===== src/rtl/spatz_pkg.sv =====
// spatz_pkg: shared Spatz types and parameters.
// Holds the request/response structs exchanged between the decoder, the ID
// tracker and the functional units, plus the ID tracker's error-cause enum.
// Also provides the ID width `NrIdBits`, derived from the in-flight depth.
package spatz_pkg;

   localparam int unsigned NrParallelInstructions = 4;
   localparam int unsigned ELEN     = 32;
   localparam int unsigned GPRWidth = 5;
   localparam int unsigned NrIdBits = $clog2(NrParallelInstructions);

   typedef logic [NrIdBits-1:0] spatz_id_t;

   // CON covers VCFG/VCSR, which are handled by the controller itself.
   typedef enum logic [1:0] {CON, VFU, LSU, SLD} ex_unit_e;
   typedef enum logic [1:0] {VCFG, VADD, VLE, VSLIDEUP} op_e;

   typedef struct packed {
      spatz_id_t             id;
      op_e                   op;
      ex_unit_e              ex_unit;
      logic [GPRWidth-1:0]   rd;
      logic [ELEN-1:0]       rs1;
   } spatz_req_t;

   typedef struct packed {
      spatz_id_t             id;
      logic [GPRWidth-1:0]   rd;
      logic [ELEN-1:0]       result;
      logic                  wb;
   } vfu_rsp_t;

   typedef struct packed {
      spatz_id_t id;
      logic      exc;
   } vlsu_rsp_t;

   typedef struct packed {
      spatz_id_t id;
   } vsldu_rsp_t;

   typedef enum logic [1:0] {
      ERR_NONE,
      ERR_SPURIOUS_RETIRE,
      ERR_DOUBLE_RETIRE,
      ERR_UNSTABLE_OUT
   } spatz_id_tracker_err_e;

endpackage


===== src/rtl/spatz_id_alloc.sv =====
// spatz_id_alloc: combinational lowest-free-index finder.
// Ports:
//   busy_i      in  NrIds    busy bit per ID
//   free_id_o   out IdW      lowest-index clear bit (0 when none is clear)
//   has_free_o  out 1        at least one ID is clear
module spatz_id_alloc #(
   parameter int unsigned NrIds = 4,
   localparam int unsigned IdW  = $clog2(NrIds)
) (
   input  logic [NrIds-1:0] busy_i,
   output logic [IdW-1:0]   free_id_o,
   output logic             has_free_o
);

   // Scanning from the top down lets the lowest clear index win.
   always_comb begin
      free_id_o = '0;
      for (int i = NrIds - 1; i >= 0; i--) begin
         if (!busy_i[i]) free_id_o = IdW'(i);
      end
   end

   assign has_free_o = ~&busy_i;

endmodule


===== src/rtl/spatz_id_tracker.sv =====
// spatz_id_tracker: stamps decoded vector requests with a free ID, tracks
// in-flight IDs and frees them on VFU/VLSU/VSLDU responses. Back-pressures
// the decoder when every ID is in use; CON requests bypass allocation.
// Ports:
//   clk_i, rst_ni                  clock, async active-low reset
//   req_valid_i/req_ready_o/req_i  decoder side (id field ignored)
//   req_valid_o/req_ready_i/req_o  dispatch side, one-entry output register
//   vfu/vlsu/vsldu_rsp_valid_i/_i  retire strobes carrying the ID to free
//   wb_valid_o/wb_rd_o/wb_data_o   registered scalar write-back pulse
//   exc_o                          registered VLSU exception pulse
//   inflight_o                     number of busy IDs
//   busy_o                         any ID busy or output pending
//   err_o                          sticky protocol error
// Macro SPATZ_ID_TRACK_CHECK_EN enables the protocol checker behind err_o
// together with matching simulation assertions; without it err_o is 0.
// NrIds must be a power of two, at least 2, and not above
// NrParallelInstructions (IDs travel in spatz_id_t).
module spatz_id_tracker
   import spatz_pkg::*;
#(
   parameter int unsigned NrIds = NrParallelInstructions,
   localparam int unsigned IdW  = $clog2(NrIds),
   localparam int unsigned CntW = $clog2(NrIds + 1)
) (
   input  logic                clk_i,
   input  logic                rst_ni,
   input  logic                req_valid_i,
   output logic                req_ready_o,
   input  spatz_req_t          req_i,
   output logic                req_valid_o,
   input  logic                req_ready_i,
   output spatz_req_t          req_o,
   input  logic                vfu_rsp_valid_i,
   input  vfu_rsp_t            vfu_rsp_i,
   input  logic                vlsu_rsp_valid_i,
   input  vlsu_rsp_t           vlsu_rsp_i,
   input  logic                vsldu_rsp_valid_i,
   input  vsldu_rsp_t          vsldu_rsp_i,
   output logic                wb_valid_o,
   output logic [GPRWidth-1:0] wb_rd_o,
   output logic [ELEN-1:0]     wb_data_o,
   output logic                exc_o,
   output logic [CntW-1:0]     inflight_o,
   output logic                busy_o,
   output logic                err_o
);

   logic [NrIds-1:0]    busy_q, busy_d, alloc_set, retire_clr;
   logic                out_valid_q, out_valid_d;
   spatz_req_t          out_req_q, out_req_d;
   logic                wb_valid_q, exc_q;
   logic [GPRWidth-1:0] wb_rd_q;
   logic [ELEN-1:0]     wb_data_q;
   logic [IdW-1:0]      free_id;
   logic                has_free, is_con, accept;
   logic [CntW-1:0]     cnt;

   spatz_id_alloc #(.NrIds(NrIds)) i_alloc (
      .busy_i     (busy_q),
      .free_id_o  (free_id),
      .has_free_o (has_free)
   );

   assign is_con      = (req_i.ex_unit == CON);
   assign req_ready_o = (!out_valid_q || req_ready_i) && (is_con || has_free);
   assign accept      = req_valid_i && req_ready_o;

   always_comb begin
      alloc_set  = '0;
      retire_clr = '0;
      if (accept && !is_con)  alloc_set[free_id]            = 1'b1;
      if (vfu_rsp_valid_i)    retire_clr[vfu_rsp_i.id]      = 1'b1;
      if (vlsu_rsp_valid_i)   retire_clr[vlsu_rsp_i.id]     = 1'b1;
      if (vsldu_rsp_valid_i)  retire_clr[vsldu_rsp_i.id]    = 1'b1;
      // Allocation picks a clear bit of busy_q, so a legal retire never
      // targets the bit being set; order of the merge is irrelevant.
      busy_d = (busy_q & ~retire_clr) | alloc_set;
   end

   always_comb begin
      out_valid_d = out_valid_q;
      out_req_d   = out_req_q;
      if (accept) begin
         out_valid_d  = 1'b1;
         out_req_d    = req_i;
         out_req_d.id = is_con ? '0 : spatz_id_t'(free_id);
      end else if (req_ready_i) begin
         out_valid_d = 1'b0;
      end
   end

   always_ff @(posedge clk_i or negedge rst_ni) begin
      if (!rst_ni) begin
         busy_q      <= '0;
         out_valid_q <= 1'b0;
         out_req_q   <= '0;
         wb_valid_q  <= 1'b0;
         wb_rd_q     <= '0;
         wb_data_q   <= '0;
         exc_q       <= 1'b0;
      end else begin
         busy_q      <= busy_d;
         out_valid_q <= out_valid_d;
         out_req_q   <= out_req_d;
         wb_valid_q  <= vfu_rsp_valid_i && vfu_rsp_i.wb;
         exc_q       <= vlsu_rsp_valid_i && vlsu_rsp_i.exc;
         if (vfu_rsp_valid_i && vfu_rsp_i.wb) begin
            wb_rd_q   <= vfu_rsp_i.rd;
            wb_data_q <= vfu_rsp_i.result;
         end
      end
   end

   always_comb begin
      cnt = '0;
      for (int i = 0; i < NrIds; i++) cnt = cnt + CntW'(busy_q[i]);
   end

   assign req_valid_o = out_valid_q;
   assign req_o       = out_req_q;
   assign wb_valid_o  = wb_valid_q;
   assign wb_rd_o     = wb_rd_q;
   assign wb_data_o   = wb_data_q;
   assign exc_o       = exc_q;
   assign inflight_o  = cnt;
   assign busy_o      = (|busy_q) || out_valid_q;

`ifdef SPATZ_ID_TRACK_CHECK_EN
   logic       err_q, stall_q;
   spatz_req_t prev_req_q;
   logic       spurious, double_ret, unstable;

   assign spurious = (vfu_rsp_valid_i   && !busy_q[vfu_rsp_i.id])
                  || (vlsu_rsp_valid_i  && !busy_q[vlsu_rsp_i.id])
                  || (vsldu_rsp_valid_i && !busy_q[vsldu_rsp_i.id]);
   assign double_ret =
        (vfu_rsp_valid_i  && vlsu_rsp_valid_i  && vfu_rsp_i.id  == vlsu_rsp_i.id)
     || (vfu_rsp_valid_i  && vsldu_rsp_valid_i && vfu_rsp_i.id  == vsldu_rsp_i.id)
     || (vlsu_rsp_valid_i && vsldu_rsp_valid_i && vlsu_rsp_i.id == vsldu_rsp_i.id);
   // Compare against the value held during the previous stalled cycle.
   assign unstable = stall_q && (prev_req_q != out_req_q);

   always_ff @(posedge clk_i or negedge rst_ni) begin
      if (!rst_ni) begin
         err_q      <= 1'b0;
         stall_q    <= 1'b0;
         prev_req_q <= '0;
      end else begin
         err_q      <= err_q || spurious || double_ret || unstable;
         stall_q    <= out_valid_q && !req_ready_i;
         prev_req_q <= out_req_q;
      end
   end

   assign err_o = err_q;

   a_spurious : assert property (@(posedge clk_i) disable iff (!rst_ni) !spurious);
   a_double   : assert property (@(posedge clk_i) disable iff (!rst_ni) !double_ret);
   a_unstable : assert property (@(posedge clk_i) disable iff (!rst_ni) !unstable);
`else
   assign err_o = 1'b0;
`endif

endmodule

===== config.mk =====
export PLATFORM = sky130hd
export DESIGN_NAME = spatz_id_tracker
export DESIGN_NICKNAME = d
export VERILOG_FILES = /design/src/rtl/spatz_pkg.sv /design/src/rtl/spatz_id_alloc.sv /design/src/rtl/spatz_id_tracker.sv
export SDC_FILE = /design/constraint.sdc
export NUM_CORES = 1
export LEC_CHECK = 0
export CORE_MARGIN = 2
export CORE_UTILIZATION = 40
export CTS_CLUSTER_SIZE = 14
export DETAILED_ROUTE_END_ITERATION = 10
export PLACE_DENSITY_LB_ADDON = 0.15
export SETUP_SLACK_MARGIN = 0.05
export SLEW_MARGIN = 20
export SYNTH_ARGS = -nofsm -noshare
export SYNTH_HDL_FRONTEND = slang
export SYNTH_SLANG_ARGS = --single-unit

===== constraint.sdc =====
create_clock -name clk_i -period 2.08 [get_ports clk_i]
set_input_delay 0.416 -clock clk_i [delete_from_list [all_inputs] [get_ports clk_i]]
set_output_delay 0.416 -clock clk_i [all_outputs]
set_load 0.02 [all_outputs]

* After elaboration in Yosys (flattened, before gate mapping)
Index checks and enable logic that the tools add are counted.
** Word-level totals
- Register bits after elaboration :: 87
- Bits in writable memories :: 0
- Word-level logic and storage cells :: 65
- Latch bits :: 0
- Input bits :: 95
- Bits in read-only memories :: 0
- Output and inout port bits :: 89
- Memories kept :: 0
** Operators by class
- Divide/modulo/power cells :: 0
- Multiply operators :: 0
- Order comparisons :: 8
- Bitwise operators :: 5
- Shift operators :: 0
- Reduce and logical (&&, ||, !) cells :: 19
- Eq/ne operators :: 0
- Mux-type cells :: 19
- Add/subtract/negate cells :: 3
** Operators by type and width (number)
- two-way mux 4 bit :: 4
- < comparator 2 x 3 -> 1 bit, second input constant :: 4
- OR 4 bit :: 3
- two-way mux 2 bit :: 5
- logical AND 1 bit :: 9
- demux 1 bit (select 2 bit) :: 4
- greater-or-equal comparator 2 x 1 -> 1 bit, second input constant :: 4
- two-way mux 1 bit :: 6
- bitwise AND 4 bit :: 1
- inverter 4 bit :: 1
- AND reduction 4 bit :: 1
- OR reduction 4 bit :: 1
- adder 2 x 1 -> 3 bit :: 1
- adder 3 x 1 -> 3 bit :: 1
- logical NOT 1 bit :: 3
- logical OR 1 bit :: 3
- adder 1 x 1 -> 2 bit :: 1
- logical NOT 2 bit :: 1
- nonzero test 2 bit :: 1

* Longest topological paths before layout
- Depth after elaboration :: 12
- Mapped depth :: 5
- Mapped depth without buffers :: 5

* By module
A second synthesis with hierarchy kept.
** Second synthesis, totals
- Cell total of the unflattened synthesis :: 227
- Area total of the unflattened synthesis :: 3603.5 sq um
** Modules (own cells, without submodules)
- spatz_id_tracker :: times used 1, area an instance 3574.7 sq um, cells each 222
- spatz_id_alloc :: times used 1, area an instance 28.8 sq um, cells each 5

* Worst setup path before layout
Ideal clock, no wire load.
- Path kind :: reg2out
- Start point :: register busy_q[1]
- End point :: output inflight_o[1]
- Buffers on the path :: 0
- Cell stages (with the launch flop) :: 6
- Arrival time :: 1.572 ns
- Setup slack :: 0.092 ns
- Cells stage by stage :: dfrtp_1 -> inv_1 -> fa_1 -> inv_1 -> ha_1 -> ha_1
** Between the ends
- Word-level cells in the longest chain between the ends :: 3
** RTL lines
- start: declaration :: RTL line spatz_id_tracker.sv:48 : logic [NrIds-1:0] busy_q, busy_d, alloc_set, retire_clr;
- start signal: assignment :: RTL line spatz_id_tracker.sv:102 : busy_q <= busy_d;
- adder 1 x 1 -> 2 bit :: RTL line spatz_id_tracker.sv:116 : for (int i = 0; i < NrIds; i++) cnt = cnt + CntW'(busy_q[i]);
- adder 2 x 1 -> 3 bit :: RTL line spatz_id_tracker.sv:116
- adder 3 x 1 -> 3 bit :: RTL line spatz_id_tracker.sv:116
- end: declaration :: RTL line spatz_id_tracker.sv:43 : output logic [CntW-1:0] inflight_o,
Every way passes these cells.

* Final worst setup path
- Start point :: register busy_q[0]
- End point :: output inflight_o[1]
The elaborated chain is that of the path after synthesis.

==> metrics.yaml <==
r2r_end: "busy_q[0]"
syn_nets: 329
synth_cells: 229
drt_wl_total_um: 8670
grt_pass1_vias: 2812
drc: 0
worst_slew_pin_slew_ps: 536
p_int_uw: 3740
switchingPower_uw: 1470
power_density_nw_per_um2: 874
numCtsBuffers: 9
slowest_delay_ps: 550
drt_iter0_drc: 48
vias: 2623
track_usage_pct: 18.1
ios: 184
slew_headroom_pct: 64.2
synth_area_um2: 3640
synthTopCellsByCount: "dfrtp_1, mux2_2, mux2_4"
path_max_fanout: 2
seqCellArea_um2: 2180
layout_setup_ws_ps: -222
die_area_um2: 9870
fin_crit_sh_pct: 111
worst_hold_path_type: "in -> async"
gr-total-overflow: 0
antenna_found_initial: 0
violations: "setup timing"
coreArea_um2: 8760
crit_cells: 6
rows: 34
diodes: 0
die_x_um: 99.3
comb_power_share_pct: 33.7
cts-root-buf: "clkbuf_8"
path_cells: "inv_2 -> fa_1 -> inv_2 -> ha_4 -> ha_4 -> buf_6"
rsz0062_at_grt: "true"
yosys.area.top_type_share_pct: 59.9
clockPowerShare_pct: 26.4
synth_edf_count: 0
final_cells: 545
dr.pass1.iters: 4
required_ps: 1660
seq_power_share_pct: 39.9
setup_viol: 3
cts_hold_buffers: 0
cp-start-kind: "flip-flop"
crit_family: "adder cells"
ys_types: 30
peakVddDrop_mv: 0.468
routedWlPerCell_um: 15.9
clk_pin_slew_worst_paths_ps: 90
syn2layout_area_growth_pct: 63.9
num-nets-final: 532
layout-drive-gt1-share_pct: 29.3
routed_via_density: 4.81
fin_crit_ps: 2300
cap_violations: 0
hold_ws_ps: 32.8
multi_input_area_um2: 1380
hpwl_um: 6610
fmax_ghz: 0.434
nFillCells: 652
r2r_setup_slack_ps: 150
synth_warnings: 0
ff2ff_path_depth: 8
cp_num_buf_inv: 3
fin_worst_skew_ps: 13.9
reg2reg_from: "busy_q[0]"
cpMaxStageDelayCell: "fa_1"
ys_ff_latch: 87
initial_utilization_pct: 41.5
gp_congestion: 0.827
synth_most_common_cell: "dfrtp_1"
die_y_um: 99.3
grt_first_pass_wirelength_um: 14000
clock_path_buffers: 2
sw_frac_of_total_pct: 28.2
cts_sinks: 87
grt_max_degree: 48
cts_tree: "yes"
clkLatencyLatePin_ps: 350
slew_viol_final: 0
cp-end-kind: "output pin"
yosys.area.top_type: "dfrtp_1"
portBuffers: 180
cp.arrival_ps: 1890
dpl.cell_count: 526
synth_async_sr_flop_share_pct: 100
status: "finished with violations"
worstSetupPathType: "reg -> out"
synth_area_leaders: "dfrtp_1, mux2_4, mux2_2"
p_leak_uw: 0.00261
synth_flop_cell: "dfrtp_1"
yosysSeqAreaShare_pct: 59.9
syn_avg_cell_area_um2: 15.9
hold_viol_final: 0
cts.htree.levels: 3
final_antenna_net_count: 0
metal layers:
metal	wire, µm	vias up	GRT usage, %
li1	-	1208	-
met4	142	0	6.85
met5	0	-	0
met3	617	16	5.13
met2	4340	116	29.9
met1	3570	1283	22.7
worst max path at each step:
stage / startpoint / end
final: busy_q[0] / inflight_o[1]
after global routing: busy_q[0] / inflight_o[1]
after CTS: busy_q[3] / inflight_o[1]
after detailed placement: busy_q[0] / inflight_o[1]
after global placement: busy_q[0] / inflight_o[1]
after floorplan: busy_q[1] / inflight_o[1]
metrics by stage:
stage	TNS, ps	util (%)	worst slack [ps]	total power, µW	instance area [µm²]
after CTS	-488	67.8	-240	5260	5940
after global placement	-756	64.7	-319	3790	5670
after global routing	-644	68.0	-294	5460	5960
after detailed placement	-928	64.7	-367	3830	5670
final	-434	68.0	-222	5210	5960
after floorplan	0	-	92.4	2910	3640
worst reg2reg max path, delay by kind of cell (launching register included):
family	cells	cell delay (ps)
adder cells (fa/ha/maj)	1	180
AND/OR/NAND/NOR	1	150
AO/OA/AOI/OAI	2	440
buffers and inverters	4	650
flip-flops	1	400
power by group through the flow:
stage	sequential, µW	combinational [µW]	clock, µW
2_1_floorplan	2420	498	0
3_3_place_gp	2100	1690	0
3_5_place_dp	2110	1730	0
4_1_cts	2080	1760	1420
5_1_grt	2110	1860	1490
6_report	2080	1750	1380
registers in the layout, indices dropped and copies added (netlist names):
signal,flops
busy_q,4
wb_valid_o,1
wb_data_o,32
wb_rd_o,5
exc_o,1
req_o,43
req_valid_o,1
cell families after synthesis:
| group | Yosys count | share of synthesized area (%) |
|---|---|---|
| buffers and inverters | 17 | 2.82 |
| flip-flops | 87 | 59.9 |
| other | 1 | 0.103 |
| multiplexers | 79 | 28.2 |
| AND/OR/NAND/NOR | 23 | 3.65 |
| adder cells (fa/ha/maj) | 5 | 1.93 |
| AO/OA/AOI/OAI | 17 | 3.44 |
cell type report:
class / count / area share, %
clock inverters: 5 / 1.74
multi-input cells: 125 / 23.2
repair buffers: 201 / 33.5
clock buffers: 11 / 2.20
well taps: 108 / 2.27
inverters: 8 / 0.504
flip-flops and latches: 87 / 36.5
layout by cell type (no fill, tap or decap), drive strengths merged:
master	netlist	final
o31ai	1	1
o21a	1	1
a21oi	2	2
bufinv	0	3
o21ai	3	3
clkinv	0	1
clkdlybuf4s50	0	174
nand4	2	2
clkbuf	0	11
ha	4	4
and2	2	2
conb	1	1
dfrtp	87	87
a21bo	1	1
buf	9	26
mux2	79	79
nand2	6	6
o32ai	2	2
nand2b	4	4
o2111ai	2	2
a21boi	1	1
fa	1	1
nand3b	2	2
o22ai	2	2
nor2	2	2
a211oi	1	1
a31oi	1	1
nand3	5	5
dlygate4sd2	0	1
inv	8	9
repair_timing:
item,in CTS,in global routing
resized for setup,28,4
buffers inserted,1,2
endpoints found under the setup margin,5,4
pin swaps,2,2
Power figures use the tool's default switching activity.
